File: src/rtl/polling_arbiter_pkg.sv
// Shared definitions for the polling arbiter: FSM encoding, register map,
// CRC-8 parameters and the bytewise CRC helper.
package polling_arbiter_pkg;

    localparam int         ID_W          = 4;
    localparam logic [7:0] CRC_POLY      = 8'h07;
    localparam logic [3:0] ADDR_CTRL     = 4'd0;
    localparam logic [3:0] ADDR_SLOT_FIRST = 4'd1;
    localparam int         CTRL_EN_BIT        = 0;
    localparam int         CTRL_ALARM_CLR_BIT = 1;
    localparam int         CTRL_STATS_CLR_BIT = 2;

    typedef enum logic [2:0] {
        ST_IDLE     = 3'd0,
        ST_SEND     = 3'd1,
        ST_RX_DATA  = 3'd2,
        ST_RX_CRC   = 3'd3,
        ST_CHECK    = 3'd4,
        ST_RECOVERY = 3'd5
    } state_t;

    // CRC-8, init 0x00, MSB first, no reflection, over a single byte
    function automatic logic [7:0] crc8(input logic [7:0] data);
        logic [7:0] c;
        c = data;
        for (int i = 0; i < 8; i++) begin
            if (c[7]) begin
                c = {c[6:0], 1'b0} ^ CRC_POLY;
            end else begin
                c = {c[6:0], 1'b0};
            end
        end
        return c;
    endfunction

endpackage

File: src/rtl/polling_arbiter_if.sv
// Register bus between the host and the polling arbiter.
interface polling_arbiter_if;

    logic        chip_select;
    logic        read;
    logic        write;
    logic [3:0]  address;
    logic [31:0] writedata;
    logic [31:0] readdata;

    modport master (
        output chip_select, read, write, address, writedata,
        input  readdata
    );

    modport slave (
        input  chip_select, read, write, address, writedata,
        output readdata
    );

endinterface

File: src/rtl/polling_arbiter_crc8_check.sv
// Combinational check of a received data/CRC pair and alarm-code detection.
module crc8_check
    import polling_arbiter_pkg::*;
#(
    parameter logic [7:0] ALARM_CODE = 8'hFF
) (
    input  logic [7:0] data,
    input  logic [7:0] crc,
    output logic       crc_ok,
    output logic       is_alarm
);

    // Compare the locally computed CRC with the received one
    always_comb begin
        crc_ok   = (crc8(data) == crc);
        is_alarm = (data == ALARM_CODE);
    end

endmodule

File: src/rtl/polling_arbiter.sv
// Round-robin sensor poller over a UART link with CRC check, retries and alarm.
// Optional CRC-failure statistics counter enabled by defining POLL_STATS_EN.
module polling_arbiter
    import polling_arbiter_pkg::*;
#(
    parameter int         NUM_SENSORS    = 5,
    parameter int         TIMEOUT_CYCLES = 50000,
    parameter int         MAX_RETRIES    = 3,
    parameter logic [7:0] ALARM_CODE     = 8'hFF
) (
    input  logic                   clock,
    input  logic                   reset,
    polling_arbiter_if.slave       bus,
    output logic [7:0]             tx_data,
    output logic                   tx_wr_en,
    input  logic                   tx_busy,
    input  logic [7:0]             rx_data,
    input  logic                   rx_rdy,
    output logic                   rx_rdy_clr,
    output logic [2:0]             state,
    output logic                   alarm
);

    localparam int              TW           = $clog2(TIMEOUT_CYCLES + 1);
    localparam int              RW           = (MAX_RETRIES < 1) ? 1 : $clog2(MAX_RETRIES + 1);
    localparam logic [ID_W-1:0] LAST_ID      = ID_W'(NUM_SENSORS);
    localparam logic [TW-1:0]   TIMEOUT_LAST = TW'(TIMEOUT_CYCLES - 1);
    localparam logic [RW-1:0]   RETRY_MAX    = RW'(MAX_RETRIES);

    state_t            state_r, state_n;
    logic [TW-1:0]     timer_r;
    logic [ID_W-1:0]   id_r, next_id_s, alarm_id_r;
    logic [RW-1:0]     retry_r;
    logic              enable_r, alarm_r;
    logic [15:0]       err_r, id_mask_s;
    logic [31:0]       slot_r [NUM_SENSORS];
    logic [7:0]        data_r, crc_r, tx_data_r;
    logic              tx_wr_en_r, rx_rdy_clr_r;
    logic [31:0]       readdata_r, rd_mux_s, slot_rd_s;

    logic tx_wr_en_s, rx_rdy_clr_s, cap_data_s, cap_crc_s;
    logic fail_s, crc_fail_s, store_s, recover_s, retry_inc_s, advance_s, set_err_s;
    logic crc_ok_s, is_alarm_s, rx_take_s, timeout_s, ctrl_wr_s, unused_s;

    crc8_check #(.ALARM_CODE(ALARM_CODE)) u_crc (
        .data     (data_r),
        .crc      (crc_r),
        .crc_ok   (crc_ok_s),
        .is_alarm (is_alarm_s)
    );

    // A byte still flagged during our own acknowledge cycle is the one just taken
    assign rx_take_s = rx_rdy && !rx_rdy_clr_r;
    assign timeout_s = (timer_r == TIMEOUT_LAST);
    assign next_id_s = (id_r == LAST_ID) ? ID_W'(1) : id_r + ID_W'(1);
    assign id_mask_s = 16'd1 << (id_r - ID_W'(1));
    assign ctrl_wr_s = bus.chip_select && bus.write && (bus.address == ADDR_CTRL);
    assign unused_s  = ^{bus.writedata[31:2], crc_fail_s};

    // Next-state and transaction control decode
    always_comb begin
        state_n      = state_r;
        tx_wr_en_s   = 1'b0;
        rx_rdy_clr_s = 1'b0;
        cap_data_s   = 1'b0;
        cap_crc_s    = 1'b0;
        fail_s       = 1'b0;
        crc_fail_s   = 1'b0;
        store_s      = 1'b0;
        recover_s    = 1'b0;
        retry_inc_s  = 1'b0;
        advance_s    = 1'b0;
        set_err_s    = 1'b0;
        case (state_r)
            ST_IDLE: begin
                if (enable_r) state_n = ST_SEND;
                else          state_n = ST_IDLE;
            end
            ST_SEND: begin
                if (!tx_busy) begin
                    tx_wr_en_s = 1'b1;
                    state_n    = ST_RX_DATA;
                end else begin
                    state_n    = ST_SEND;
                end
            end
            ST_RX_DATA: begin
                if (rx_take_s) begin
                    cap_data_s   = 1'b1;
                    rx_rdy_clr_s = 1'b1;
                    state_n      = ST_RX_CRC;
                end else if (timeout_s) begin
                    fail_s = 1'b1;
                end else begin
                    state_n = ST_RX_DATA;
                end
            end
            ST_RX_CRC: begin
                if (rx_take_s) begin
                    cap_crc_s    = 1'b1;
                    rx_rdy_clr_s = 1'b1;
                    state_n      = ST_CHECK;
                end else if (timeout_s) begin
                    fail_s = 1'b1;
                end else begin
                    state_n = ST_RX_CRC;
                end
            end
            ST_CHECK: begin
                if (!crc_ok_s) begin
                    fail_s     = 1'b1;
                    crc_fail_s = 1'b1;
                end else if (is_alarm_s) begin
                    state_n = ST_RECOVERY;
                end else begin
                    store_s   = 1'b1;
                    advance_s = 1'b1;
                    state_n   = enable_r ? ST_SEND : ST_IDLE;
                end
            end
            ST_RECOVERY: begin
                recover_s = 1'b1;
                state_n   = ST_SEND;
            end
            default: state_n = ST_IDLE;
        endcase
        if (fail_s) begin
            if (retry_r < RETRY_MAX) begin
                retry_inc_s = 1'b1;
            end else begin
                set_err_s = 1'b1;
                advance_s = 1'b1;
            end
            state_n = enable_r ? ST_SEND : ST_IDLE;
        end else begin
            retry_inc_s = 1'b0;
        end
    end

    // State register and per-state timeout counter (restarts on every state change)
    always_ff @(posedge clock) begin
        if (reset) begin
            state_r <= ST_IDLE;
            timer_r <= TW'(0);
        end else begin
            state_r <= state_n;
            if (state_n != state_r) timer_r <= TW'(0);
            else                    timer_r <= timer_r + TW'(1);
        end
    end

    // Transaction datapath: UART strobes, captured bytes, ID/retry, slots, error bits
    always_ff @(posedge clock) begin
        if (reset) begin
            tx_wr_en_r   <= 1'b0;
            rx_rdy_clr_r <= 1'b0;
            tx_data_r    <= 8'h00;
            data_r       <= 8'h00;
            crc_r        <= 8'h00;
            id_r         <= ID_W'(1);
            retry_r      <= RW'(0);
            alarm_id_r   <= ID_W'(0);
            err_r        <= 16'h0000;
            for (int i = 0; i < NUM_SENSORS; i++) slot_r[i] <= 32'h0;
        end else begin
            tx_wr_en_r   <= tx_wr_en_s;
            rx_rdy_clr_r <= rx_rdy_clr_s;
            if (tx_wr_en_s) tx_data_r <= {4'h0, id_r};
            if (cap_data_s) data_r <= rx_data;
            if (cap_crc_s)  crc_r  <= rx_data;
            if (recover_s) begin
                alarm_id_r <= id_r;
                id_r       <= ID_W'(1);
                retry_r    <= RW'(0);
            end else if (advance_s) begin
                id_r    <= next_id_s;
                retry_r <= RW'(0);
            end else if (retry_inc_s) begin
                retry_r <= retry_r + RW'(1);
            end
            if (set_err_s)    err_r <= err_r | id_mask_s;
            else if (store_s) err_r <= err_r & ~id_mask_s;
            for (int i = 0; i < NUM_SENSORS; i++) begin
                if (store_s && (id_r == ID_W'(i + 1)))
                    slot_r[i] <= {8'h00, 4'h0, id_r, crc_r, data_r};
            end
        end
    end

    // Host-visible control bits; a same-cycle recovery beats an alarm clear
    always_ff @(posedge clock) begin
        if (reset) begin
            enable_r   <= 1'b0;
            alarm_r    <= 1'b0;
            readdata_r <= 32'h0;
        end else begin
            if (ctrl_wr_s) enable_r <= bus.writedata[CTRL_EN_BIT];
            if (recover_s)
                alarm_r <= 1'b1;
            else if (ctrl_wr_s && bus.writedata[CTRL_ALARM_CLR_BIT])
                alarm_r <= 1'b0;
            if (bus.chip_select && bus.read) readdata_r <= rd_mux_s;
        end
    end

`ifdef POLL_STATS_EN
    localparam logic [3:0] ADDR_STATS = ID_W'(NUM_SENSORS + 1);
    logic [15:0] crc_fail_cnt_r;

    // Saturating count of CRC mismatches seen in CHECK
    always_ff @(posedge clock) begin
        if (reset)
            crc_fail_cnt_r <= 16'h0;
        else if (ctrl_wr_s && bus.writedata[CTRL_STATS_CLR_BIT])
            crc_fail_cnt_r <= 16'h0;
        else if (crc_fail_s && (crc_fail_cnt_r != 16'hFFFF))
            crc_fail_cnt_r <= crc_fail_cnt_r + 16'd1;
    end
`endif

    // Register read multiplexer
    always_comb begin
        slot_rd_s = 32'h0;
        for (int i = 0; i < NUM_SENSORS; i++) begin
            slot_rd_s = (bus.address == (ADDR_SLOT_FIRST + ID_W'(i))) ? slot_r[i] : slot_rd_s;
        end
        if (bus.address == ADDR_CTRL)
            rd_mux_s = {alarm_id_r, alarm_r, enable_r, 10'b0, err_r};
`ifdef POLL_STATS_EN
        else if (bus.address == ADDR_STATS)
            rd_mux_s = {16'h0, crc_fail_cnt_r};
`endif
        else
            rd_mux_s = slot_rd_s;
    end

    assign bus.readdata = readdata_r;
    assign tx_data      = tx_data_r;
    assign tx_wr_en     = tx_wr_en_r;
    assign rx_rdy_clr   = rx_rdy_clr_r;
    assign state        = state_r;
    assign alarm        = alarm_r;

endmodule

File: src/flat_wrapper.sv
// flat-port wrapper written by rule: the top's interface ports become plain ports
module polling_arbiter_flat import polling_arbiter_pkg::*;
#(
    parameter int         NUM_SENSORS    = 5,
    parameter int         TIMEOUT_CYCLES = 50000,
    parameter int         MAX_RETRIES    = 3,
    parameter logic [7:0] ALARM_CODE     = 8'hFF
)
  (clock, reset, tx_data, tx_wr_en, tx_busy, rx_data, rx_rdy, rx_rdy_clr, state, alarm, bus_chip_select, bus_read, bus_write, bus_address, bus_writedata, bus_readdata);
  polling_arbiter_if bus_i ();
  input  logic clock;
  input  logic reset;
  output logic [7:0] tx_data;
  output logic tx_wr_en;
  input  logic tx_busy;
  input  logic [7:0] rx_data;
  input  logic rx_rdy;
  output logic rx_rdy_clr;
  output logic [2:0] state;
  output logic alarm;
  input wire logic [$bits(bus_i.chip_select)-1:0] bus_chip_select;
  input wire logic [$bits(bus_i.read)-1:0] bus_read;
  input wire logic [$bits(bus_i.write)-1:0] bus_write;
  input wire logic [$bits(bus_i.address)-1:0] bus_address;
  input wire logic [$bits(bus_i.writedata)-1:0] bus_writedata;
  output wire logic [$bits(bus_i.readdata)-1:0] bus_readdata;
  assign bus_i.chip_select = bus_chip_select;
  assign bus_i.read = bus_read;
  assign bus_i.write = bus_write;
  assign bus_i.address = bus_address;
  assign bus_i.writedata = bus_writedata;
  assign bus_readdata = bus_i.readdata;
  polling_arbiter #(.NUM_SENSORS(NUM_SENSORS), .TIMEOUT_CYCLES(TIMEOUT_CYCLES), .MAX_RETRIES(MAX_RETRIES), .ALARM_CODE(ALARM_CODE)) u_core (.clock(clock), .reset(reset), .bus(bus_i), .tx_data(tx_data), .tx_wr_en(tx_wr_en), .tx_busy(tx_busy), .rx_data(rx_data), .rx_rdy(rx_rdy), .rx_rdy_clr(rx_rdy_clr), .state(state), .alarm(alarm));
endmodule
File: config.mk
export PLATFORM = sky130hd
export DESIGN_NAME = polling_arbiter_flat
export DESIGN_NICKNAME = d
export VERILOG_FILES = /design/src/rtl/polling_arbiter_pkg.sv /design/src/rtl/polling_arbiter_if.sv /design/src/rtl/polling_arbiter_crc8_check.sv /design/src/rtl/polling_arbiter.sv /design/src/flat_wrapper.sv
export SDC_FILE = /design/constraint.sdc
export NUM_CORES = 1
export LEC_CHECK = 0
export CAP_MARGIN = 0
export CORE_MARGIN = 4
export CORE_UTILIZATION = 39
export CTS_CLUSTER_SIZE = 14
export DETAILED_ROUTE_END_ITERATION = 8
export PLACE_DENSITY = 0.57
export SETUP_SLACK_MARGIN = 0.2
export SLEW_MARGIN = 40
export SYNTH_ARGS = -nofsm -noshare
export SYNTH_HDL_FRONTEND = slang
export SYNTH_SLANG_ARGS = --single-unit
File: constraint.sdc
create_clock -name clock -period 5.2 [get_ports clock]
set_input_delay 0.52 -clock clock [delete_from_list [all_inputs] [get_ports clock]]
set_output_delay 0.52 -clock clock [all_outputs]
set_load 0.05 [all_outputs]
### Yosys cells after proc, flatten, opt, wreduce, memory -nomap -nowiden

Memory sizes are Yosys's and may differ from the RTL's.
Index checks and enable logic that the tools add are counted.
Widths: inputs -> output; s select.

| word-level totals | value |
|---|---|
| flip-flop bits (word level) | 101 |
| bits in writable memories | 100 |
| memory bits (read-only) | 0 |
| word-level logic and storage cells | 147 |
| memories kept | 1 |
| latch bits | 0 |

| operators by class | value |
|---|---|
| magnitude comparators | 1 |
| divide/modulo/power cells | 0 |
| $add $sub $neg | 4 |
| shift-type cells | 1 |
| equality and inequality tests | 19 |
| bitwise gates (word level) | 17 |
| mux-type cells | 70 |
| reduce and logical (&&, ||, !) cells | 20 |
| multipliers | 0 |

Memory list:

| name | words | bits a word | read ports | clocked after Yosys merged registers in | wr ports | line | text |
|---|---|---|---|---|---|---|---|
| u_core.slot_r | 5 | 20 | 5 | 0 | 5 | polling_arbiter.sv:36 | `logic [31:0] slot_r [NUM_SENSORS];` |

Operator list:

| kind | number |
|---|---|
| $mux 32 | 6 |
| $mux 20 | 5 |
| $mux 3 | 15 |
| $mux 1 | 38 |
| $mux 16 | 2 |
| $not 3->3 | 8 |
| $pmux 3 s6 | 1 |
| $add 16x1->16 const B | 1 |
| $and 16x16->16 | 1 |
| $eq 16x16->1 const B | 1 |
| $eq 4x2->1 const B | 4 |
| $eq 4x3->1 const B | 4 |
| $not 16->16 | 1 |
| $or 16x16->16 | 1 |
| $shl 1x4->16 const A | 1 |
| $logic_and 1x1->1 | 10 |
| $eq 4x1->1 const B | 2 |
| $eq 8x8->1 | 1 |
| $eq 8x8->1 const B | 1 |
| $reduce_or 2->1 | 4 |
| $eq 3x2->1 const B | 2 |
| $eq 3x3->1 const B | 2 |
| $or 1x1->1 | 5 |
| $add 4x1->4 const B | 1 |
| 14 further kinds | 15 |

### Logic depth before layout (Yosys ltp)

Gate-level depths: netlist (run 1).

| logic depth | value |
|---|---|
| depth after elaboration | 24 |
| mapped depth | 9 |
| mapped depth without buffers | 7 |

### Modules after synthesis

A second synthesis (run 1) with hierarchy kept.

| unflattened totals | value |
|---|---|
| cells, all modules | 746 |
| area, all modules | 8475.6 um2 |

By module, submodules not included:

| module | area an instance (um2) | times used | seq. area each (um2) | cells an instance |
|---|---|---|---|---|
| polling_arbiter | 8209.1 | 1 | 4904.7 | 715 |
| crc8_check | 266.5 | 1 | 0.0 | 31 |

### Least setup slack after synthesis (run 1)

No wires, ideal clock.

| path | value |
|---|---|
| path kind | flip-flop to flip-flop |
| start point | register u_core.data_r[6] |
| end point | memory u_core.slot_r[0][20] (netlist bit) (enable) |
| path slack | 1258 ps |
| data arrival time | 3514 ps |
| stages on the path, launching flop included | 9 |
| library setup time | 428 ps |
| required time | 4772 ps |
| cells stage by stage | dfxtp_1 ha_1 xnor2_1 xnor2_1 nor4_4 nand4b_1 clkbuf_1 clkbuf_1 o31ai_1 |

RTL lines:

| item | line | text |
|---|---|---|
| start, declared | polling_arbiter.sv:37 | `logic [7:0] data_r, crc_r, tx_data_r;` |
| start signal, assigned | polling_arbiter.sv:169 | `if (cap_data_s) data_r <= rx_data;` |
| end, declared | polling_arbiter.sv:36 |  |

==> results.yml, run 1 <==
floorplan:
  io_pins: 97
  die_h_um: 153
  die_x_um: 153
  coreArea_um2: 20500
  start_util: 0.403
  rows: 52
  dieArea_um2: 23600
global_routing:
  grt_pass1_vias: 5733
  gr-total-overflow: 0
  antenna_found_initial: 0
  grt_max_degree: 53
  grt_pass1_wl_um: 32200
  track_usage: 0.171
drt:
  drtPass1Iterations: 6
  drt-total-wl_um: 20100
  viasPerCell: 5.63
  drc: 0
  vias: 5745
  drt_iter0_markers: 638
  routedWlPerCell_um: 19.7
  antenna_left: 0
layout:
  post-route-util: 0.471
  regArea_um2: 4900
  fillers: 1870
  drive_gt1_frac: 0.137
  final_cells: 1020
  area_growth_pct: 17.0
  diodes: 0
  multiInputGateArea_um2: 3140
  nNetsFinal: 793
place:
  gp_congestion: 0.801
  io_buffers: 56
  post-dp-hpwl_um: 13200
  place_inst: 988
pwr:
  ir_worst_vdd_v: 0.000209
  p_sw_frac: 0.237
  pwr-share-comb: 0.072
  p_total_mw: 3.12
  power_frac_seq: 0.534
  power.leakage_nw: 3.36
  power_density_nw_per_um2: 323
  pwr-share-clk: 0.394
  p_int_mw: 2.38
  net-switching-power_mw: 0.741
timing:
  rsz0062_at_grt: "no"
  fin_tns_setup_ns: 0
  finalClockSkew_ns: 0.0119
  fmax_mhz: 331
  setup_viol: 0
  worst_pin_slew_ns: 0.838
  report.final.slew_viol_count: 0
  finalHoldViolations: 0
  maxSlewHeadroom: 0.437
  fin_crit_sh: 0.581
  fin_crit_ns: 3.02
  holdWs_ns: 0.456
critical_path:
  start_kind: "flip-flop"
  r2r_slack_ns: 2.18
  required_ns: 5.45
  path_class: "flip-flop to flip-flop"
  timing.rr.end: "u_core.slot_r[0][88]"
  arrival_ns: 3.27
  end_kind: "flip-flop"
  worstRegToRegCells: 7
  critPathMaxFanout: 16
  r2r-start: "u_core.data_r[6]"
hold_path:
  hold_end: "u_core.bus.readdata[31]"
  whs_path_depth: 2
  worstHoldStart: "u_core.bus.readdata[31]"
  min_path_type: "flip-flop to flip-flop"
logic_synthesis:
  synthDistinctLibCells: 59
  ys.flop_type: "edfxtp_1"
  synthCells: 693
  yosysWarnings: 0
  ys_seq_area_frac: 0.594
  synth-edff-count: 100
  avgSynthCellArea_um2: 11.9
  yosys.area.top_type_share: 0.364
  ys_ff_latch: 195
  synth.area.top_cells: "edfxtp_1, dfxtp_1, mux2i_1"
  syn_area_um2: 8260
  synthArstFlopShare: 0
  synth_top_cell_by_area: "edfxtp_1"
cts:
  post_cts_resized: 0
  clockRootBuffer: "clkbuf_16"
  postCtsHoldBufs: 0
  cts_max_level: 4
  cts_setup_buffers: 0
  cts.path.max_buffers: 2
  cts.sinks: 195
  clk_pin_slew_ns: 0.06
  tritoncts: "done"
  cts_buffers: 17
  insertion_delay_ns: 0.44
job:
  drv_cap: 0
outcome:
  status: "finished, final reports clean"
[layout by cell type (no fill, tap or decap), drive strengths merged, types with 7 or more instances in the layout]
cell type | Yosys | layout
clkdlybuf4s50 | 0 | 55
nand3 | 18 | 18
dfxtp | 95 | 95
nand2 | 21 | 21
o41ai | 14 | 14
mux2i | 25 | 25
o311ai | 15 | 15
conb | 1 | 15
clkbuf | 45 | 19
nand2b | 7 | 7
xor2 | 10 | 10
nand4 | 9 | 9
a22oi | 18 | 18
or2 | 8 | 8
nor2 | 61 | 61
mux2 | 20 | 20
a21oi | 28 | 28
edfxtp | 100 | 100
a222oi | 20 | 20
inv | 10 | 12
and3 | 8 | 8
clkinv | 0 | 7
xnor2 | 17 | 17
and2 | 18 | 18
buf | 18 | 19
o211ai | 21 | 21
o21ai | 23 | 23
[power by group through the flow]
stage / combinational, mW / clock, mW / sequential [mW]
floorplan: 0.121 / 0 / 1.73
global placement: 0.222 / 0 / 1.70
detailed placement: 0.226 / 0 / 1.70
CTS: 0.227 / 1.25 / 1.67
global route: 0.241 / 1.33 / 1.67
finish: 0.225 / 1.23 / 1.67
[stage by stage]
step	instance area (um2)	setup WS, ns
floorplan	8310	1.26
global placement	9080	2.08
detailed placement	9110	2.18
CTS	9650	2.17
global route	9660	1.97
finish	9660	2.18
[metal layers]
layer | routed length [um] | part of all wire | vias to the layer above | global-route usage
met2 | 9700 | 0.48 | 188 | 0.276
met5 | 0 | 0 | - | 0
met4 | 256 | 0.013 | 0 | 0.0479
met3 | 1290 | 0.064 | 20 | 0.0385
li1 | - | - | 2713 | -
met1 | 8840 | 0.44 | 2824 | 0.234
[flip-flops by register name (all words and copies together), names as in the netlist, named ones only]
| signal | cells |
|---|---|
| u_core.alarm | 1 |
| u_core.alarm_id_r | 4 |
| u_core.bus.readdata | 26 |
| u_core.crc_r | 8 |
| u_core.data_r | 8 |
| u_core.enable_r | 1 |
| u_core.id_r | 4 |
| u_core.retry_r | 2 |
| u_core.rx_rdy_clr | 1 |
| u_core.slot_r | 100 |
| u_core.state | 3 |
| u_core.timer_r | 16 |
| u_core.tx_data | 4 |
| u_core.tx_wr_en | 1 |
[worst max-delay path, cell delays in order, from the launching register on]
cell	delay [ns]
dfxtp_1	0.48
ha_1	0.30
xnor2_1	0.14
xnor2_1	0.16
nor4_4	0.41
nand3_1	0.32
nor3_4	0.67
and2_1	0.34
[worst max path at each step]
stage / to / start / slack, ns / depth (start not counted)
finish: u_core.slot_r[0][88] / u_core.data_r[6] / 2.18 / 7
floorplan: u_core.slot_r[0][20] / u_core.data_r[6] / 1.26 / 8
CTS: u_core.slot_r[0][98] / u_core.data_r[6] / 2.17 / 6
global route: u_core.slot_r[0][49] / u_core.data_r[6] / 1.97 / 7
global placement: u_core.slot_r[0][26] / u_core.data_r[6] / 2.08 / 7
detailed placement: u_core.slot_r[0][58] / u_core.data_r[6] / 2.18 / 6
[logic make-up (layout without fill, tap and decap cells)]
logic type               count (synthesis)  in the layout  synth area share
buffers and inverters                   73            116            0.0388
multiplexers                            45             45            0.0576
AO/OA/AOI/OAI                          167            167             0.154
flip-flops                             195            195             0.594
other                                    1             15          0.000454
adder cells (fa/ha/maj)                  5              5           0.00758
XOR/XNOR                                29             29            0.0353
AND/OR/NAND/NOR                        178            178             0.112
[final cells by class]
class	instances	share of cell area
clock buffer	19	0.0448
timing repair buffer	74	0.0722
multi-input combinational	439	0.325
tap	270	0.0350
inverter	10	0.00389
sequential	195	0.508
clock inverter	13	0.0115
[synthesized netlist by cell type (all sizes together), types with 9 or more instances]
master and instances:
edfxtp 100, dfxtp 95, o211ai 21, o21ai 23, buf 18, nor2 61
and2 18, clkbuf 45, mux2 20, xnor2 17, o311ai 15, a21oi 28
nand3 18, mux2i 25, nand4 9, inv 10, nand2 21, a22oi 18
xor2 10, a222oi 20, o41ai 14
Power figures use the tool's default switching activity.
==> run 2, diff against run 1 <==
==> constraint.sdc (replaced) <==
create_clock -name clock -period 2.95 [get_ports clock]
set_input_delay 0.295 -clock clock [delete_from_list [all_inputs] [get_ports clock]]
set_output_delay 0.295 -clock clock [all_outputs]
set_load 0.05 [all_outputs]
==> run 2 against run 1 <==
- critical path depth is 1 higher
- count of clock-buffer cells in the layout is 5 higher
- non-clock buffer count is 12 higher
- hold slack worse by 0.086 ns
- sequential cell count stayed put
==> results.yml, run 2 (synthesized netlist as in run 1, its figures left out) <==
critical_path:
  start_kind: "flip-flop"
  arrival_ns: 2.72
  worstRegToRegCells: 8
  path_class: "flip-flop to flip-flop"
  timing.rr.end: "u_core.slot_r[0][28]"
  cp-startpoint: "u_core.data_r[5]"
  r2r_slack_ns: 0.36
  critPathMaxFanout: 30
  required_ns: 3.08
  end_kind: "flip-flop"
  r2r-start: "u_core.data_r[5]"
floorplan:
  die_x_um: 153
  io_pins: 97
  start_util: 0.403
  rows: 52
  dieArea_um2: 23600
  die_h_um: 153
  coreArea_um2: 20500
cts:
  clockRootBuffer: "clkbuf_16"
  cts_buffers: 17
  cts.path.max_buffers: 2
  clk_pin_slew_ns: 0.07
  tritoncts: "done"
  cts_max_level: 4
  insertion_delay_ns: 0.43
  postCtsHoldBufs: 0
  cts.sinks: 195
pwr:
  power_density_nw_per_um2: 566
  power.leakage_nw: 3.49
  ir_worst_vdd_v: 0.000321
timing:
  setup_viol: 0
  report.final.slew_viol_count: 0
  finalClockSkew_ns: 0.0132
  fin_tns_setup_ns: 0
  maxSlewHeadroom: 0.535
  rsz0062_at_grt: "no"
  fin_crit_sh: 0.877
  finalHoldViolations: 0
  worst_pin_slew_ns: 0.696
  fmax_mhz: 386
  fin_crit_ns: 2.59
drt:
  antenna_left: 0
  drc: 0
  drtPass1Iterations: 6
  viasPerCell: 5.61
  routedWlPerCell_um: 18.9
  drt-total-wl_um: 19500
  drt_iter0_markers: 471
  vias: 5787
layout:
  drive_gt1_frac: 0.155
  nNetsFinal: 805
  multiInputGateArea_um2: 3180
  finalInstanceArea_um2: 9910
  fillers: 1851
  area_growth_pct: 20.0
  layout_commonest_cell: "edfxtp_1"
  largest_reg_flops: 100
  regMostFlops: "u_core.slot_r"
  regArea_um2: 4910
  final_cell_mix: "edfxtp_1, dfxtp_1, nor2_1, clkdlybuf4s50_1, mux2i_1"
  diodes: 0
place:
  io_buffers: 56
  gp_congestion: 0.784
  placedInstanceArea_um2: 9320
  post-dp-hpwl_um: 13100
global_routing:
  grt_pass1_vias: 5830
  grt_pass1_wl_um: 31300
  grt_max_degree: 47
  antenna_found_initial: 0
  gr-total-overflow: 0
  track_usage: 0.165
hold_path:
  worstHoldStart: "reset"
  hold_end: "u_core.bus.readdata[9]"
  min_path_type: "primary input to flip-flop"
  whs_path_depth: 2
outcome:
  status: "finished, final reports clean"
job:
  drv_cap: 0
[run 2: cell types whose count changed in the layout (fill, tap and decap cells not counted), sizes merged]
cell	change
buf	+12
clkbuf	+5
clkinv	-4
clkinvlp	-3
inv	+3
bufinv	-1
[run 2: report_power, final]
| group | internal, mW | switching [mW] |
|---|---|---|
| sequential | 2.91 | 0.0310 |
| clock | 1.26 | 0.998 |
| combinational | 0.138 | 0.271 |
[run 2: cell type report]
cell class / instances / area share
Clock buffer: 24 / 0.0528
Clock inverter: 8 / 0.00606
Inverter: 10 / 0.00379
Multi-Input combinational cell: 439 / 0.321
Sequential cell: 195 / 0.496
Tap cell: 270 / 0.0341
Timing Repair Buffer: 86 / 0.0864
[run 2: how the worst max path moves through the flow]
stage	endpoint	slack [ns]	depth (start not counted)
floorplan	u_core.slot_r[0][20]	0.18	8
global placement	u_core.bus.readdata[0]	0.32	8
detailed placement	u_core.timer_r[1]	0.26	6
CTS	u_core.timer_r[1]	0.26	6
global route	u_core.slot_r[0][69]	0.21	8
finish	u_core.slot_r[0][28]	0.36	8
[run 2: through the flow]
stage	cells	hold slack, ns	power [mW]	setup slack [ns]	utilization
5_1_grt	1032	0.386	5.80	0.211	0.484
4_1_cts	1032	0.357	5.65	0.258	0.483
3_5_place_dp	1000	0.454	3.41	0.263	0.455
3_3_place_gp	1000	0.438	3.40	0.322	0.455
2_1_floorplan	707	0.374	3.27	0.179	-
6_report	1032	0.369	5.60	0.362	0.484
[run 2: layer usage]
metal,track usage,vias up,wire length [um]
li1,-,2741,-
met1,0.227,2854,8980
met2,0.263,164,9150
met3,0.0320,28,993
met4,0.0534,0,362
met5,0,-,0
[run 2: worst max-delay path, stage by stage, from the launching register on]
cell and delay (ns):
dfxtp_1 0.43, ha_1 0.28, xnor2_1 0.14, xnor2_1 0.17, nor4_4 0.36, nand4b_1 0.21
buf_12 0.23, o31ai_4 0.23, buf_12 0.22
[run 2: timing repair]
item,4_1_cts,5_1_grt
buffers inserted,0,0
setup endpoints to repair,0,41
gates resized for setup,0,2
==> run 3, diff against run 2 <==
--- a/config.mk
+++ b/config.mk
@@ -11,7 +11,7 @@
 export CTS_CLUSTER_SIZE = 14
 export DETAILED_ROUTE_END_ITERATION = 8
 export PLACE_DENSITY = 0.57
-export SETUP_SLACK_MARGIN = 0.2
+export SETUP_SLACK_MARGIN = 0.1
 export SLEW_MARGIN = 40
 export SYNTH_ARGS = -nofsm -noshare
 export SYNTH_HDL_FRONTEND = slang
==> run 3 against run 2 <==
- final area down 0.53%
- count of clock-buffer cells in the layout down 4
- worst setup slack worse by 0.086 ns
- sequential power about the same
- clock power about the same
- largest cell class unchanged
- fmax down 3.2%
- non-clock buffer count down 3
- critical path depth unchanged
- register-to-register slack worse by 0.09 ns
- die area unchanged
- utilization down 0.26 points
==> results.yml, run 3 (synthesized netlist as in run 1, its figures left out) <==
place:
  gp_congestion: 0.839
  placedInstanceArea_um2: 9270
  post-dp-hpwl_um: 13200
  io_buffers: 56
  place_ws_ns: 0.210
  place_inst: 997
timing:
  fin_tns_setup_ns: 0
  setup_viol: 0
  finalClockSkew_ns: 0.0133
  finalHoldViolations: 0
  maxSlewHeadroom: 0.528
  rsz0062_at_grt: "no"
  fin_ws_ns: 0.276
  fin_crit_ns: 2.67
  report.final.slew_viol_count: 0
  fmax_mhz: 374
  worst_pin_slew_ns: 0.706
  fin_crit_sh: 0.907
critical_path:
  arrival_ns: 2.80
  r2r-start: "u_core.data_r[3]"
  slowest_stage: "dfxtp_1"
  worstRegToRegCells: 8
  end_kind: "flip-flop"
  timing.rr.end: "u_core.slot_r[0][48]"
  critPathMaxFanout: 30
  path_class: "flip-flop to flip-flop"
  crit_top_cell: "buf_12"
  crit_path_max_incr_delay_ns: 0.43
  crit_buf_inv: 2
  r2r_slack_ns: 0.28
  critPathTopFamily: "simple AND/OR/NAND/NOR gates"
  start_kind: "flip-flop"
  required_ns: 3.08
  path_cells: "ha_1 > xor2_1 > xnor2_1 > nor4_4 > nand4b_1 > buf_12 > o31ai_4 > buf_12"
  cp-startpoint: "u_core.data_r[3]"
layout:
  layout_commonest_cell: "edfxtp_1"
  final_cell_mix: "edfxtp_1, dfxtp_1, nor2_1, clkdlybuf4s50_1, mux2i_1"
  nNetsFinal: 802
  largest_reg_flops: 100
  regMostFlops: "u_core.slot_r"
  fillers: 1819
  area_growth_pct: 19.4
  drive_gt1_frac: 0.146
  final_cells: 1029
  finalInstanceArea_um2: 9860
  diodes: 0
cts:
  cts_max_level: 4
  cts_setup_buffers: 0
  cts.sinks: 195
  tritoncts: "done"
  cts.path.max_buffers: 2
  clk_pin_slew_ns: 0.07
  cts_buffers: 17
  clockRootBuffer: "clkbuf_16"
  insertion_delay_ns: 0.43
drt:
  routedWlPerCell_um: 19.2
  drc: 0
  antenna_left: 0
  viasPerCell: 5.60
  vias: 5762
  drtPass1Iterations: 8
  drt_iter0_markers: 505
  drt-total-wl_um: 19700
global_routing:
  grt_pass1_wl_um: 31500
  gr-total-overflow: 0
  antenna_found_initial: 0
  grt_pass1_vias: 5638
  grt_max_degree: 47
  track_usage: 0.168
hold_path:
  whs_path_depth: 2
  min_path_type: "primary input to flip-flop"
  hold_end: "u_core.alarm_id_r[3]"
  worstHoldStart: "reset"
floorplan:
  coreArea_um2: 20500
  rows: 52
  die_h_um: 153
  io_pins: 97
  dieArea_um2: 23600
  start_util: 0.403
  die_x_um: 153
job:
  drv_cap: 0
pwr:
  power_density_nw_per_um2: 570
  ir_worst_vdd_v: 0.000513
  power.leakage_nw: 3.47
outcome:
  status: "finished, final reports clean"
-- run 3: changes by cell type in the layout (fill, tap and decap cells not counted), moves of 2 or more --
cell and change:
dfxtp_2 -2, clkbuf_8 -4, buf_4 -3, inv_4 +2, dfxtp_1 +3
-- run 3: how the worst max path moves through the flow --
stage / endpoint / slack, ns / cells past startpoint
2_1_floorplan: u_core.slot_r[0][20] / 0.11 / 8
3_3_place_gp: u_core.slot_r[0][8] / 0.29 / 8
3_5_place_dp: u_core.timer_r[1] / 0.21 / 6
4_1_cts: u_core.timer_r[1] / 0.17 / 6
5_1_grt: u_core.timer_r[1] / 0.10 / 7
6_report: u_core.slot_r[0][48] / 0.28 / 8
-- run 3: cell type report --
cell class	instances	area, um2	share of cell area
Timing Repair Buffer	83	825	0.0837
Multi-Input combinational cell	439	3170	0.322
Inverter	10	37.5	0.00381
Clock inverter	12	113	0.0114
Clock buffer	20	468	0.0475
Tap cell	270	338	0.0343
Sequential cell	195	4900	0.498
-- run 3: what timing repair did --
action | CTS | global route
hold buffers | 0 | 0
endpoints found under the setup margin | 0 | 22
endpoints found under the hold margin | 0 | 0
gates resized for setup | 0 | 2
-- run 3: metal layers --
layer | wire, um | global-route usage | vias to the layer above
li1 | - | - | 2734
met1 | 8880 | 0.227 | 2825
met3 | 1100 | 0.0357 | 14
met4 | 234 | 0.0463 | 0
met2 | 9510 | 0.276 | 189
met5 | 0 | 0 | -
-- run 3: stage by stage --
step	hold slack (ns)	util	total power, mW
6_report	0.302	0.481	5.62
5_1_grt	0.304	0.481	5.82
4_1_cts	0.288	0.481	5.67
3_5_place_dp	0.449	0.452	3.41
3_3_place_gp	0.438	0.452	3.40
2_1_floorplan	0.374	-	3.27
-- run 3: where the power goes --
| part | internal [mW] | switching [mW] | total [mW] |
|---|---|---|---|
| Clock | 1.25 | 1.01 | 2.26 |
| Combinational | 0.137 | 0.273 | 0.410 |
| Sequential | 2.91 | 0.0303 | 2.94 |
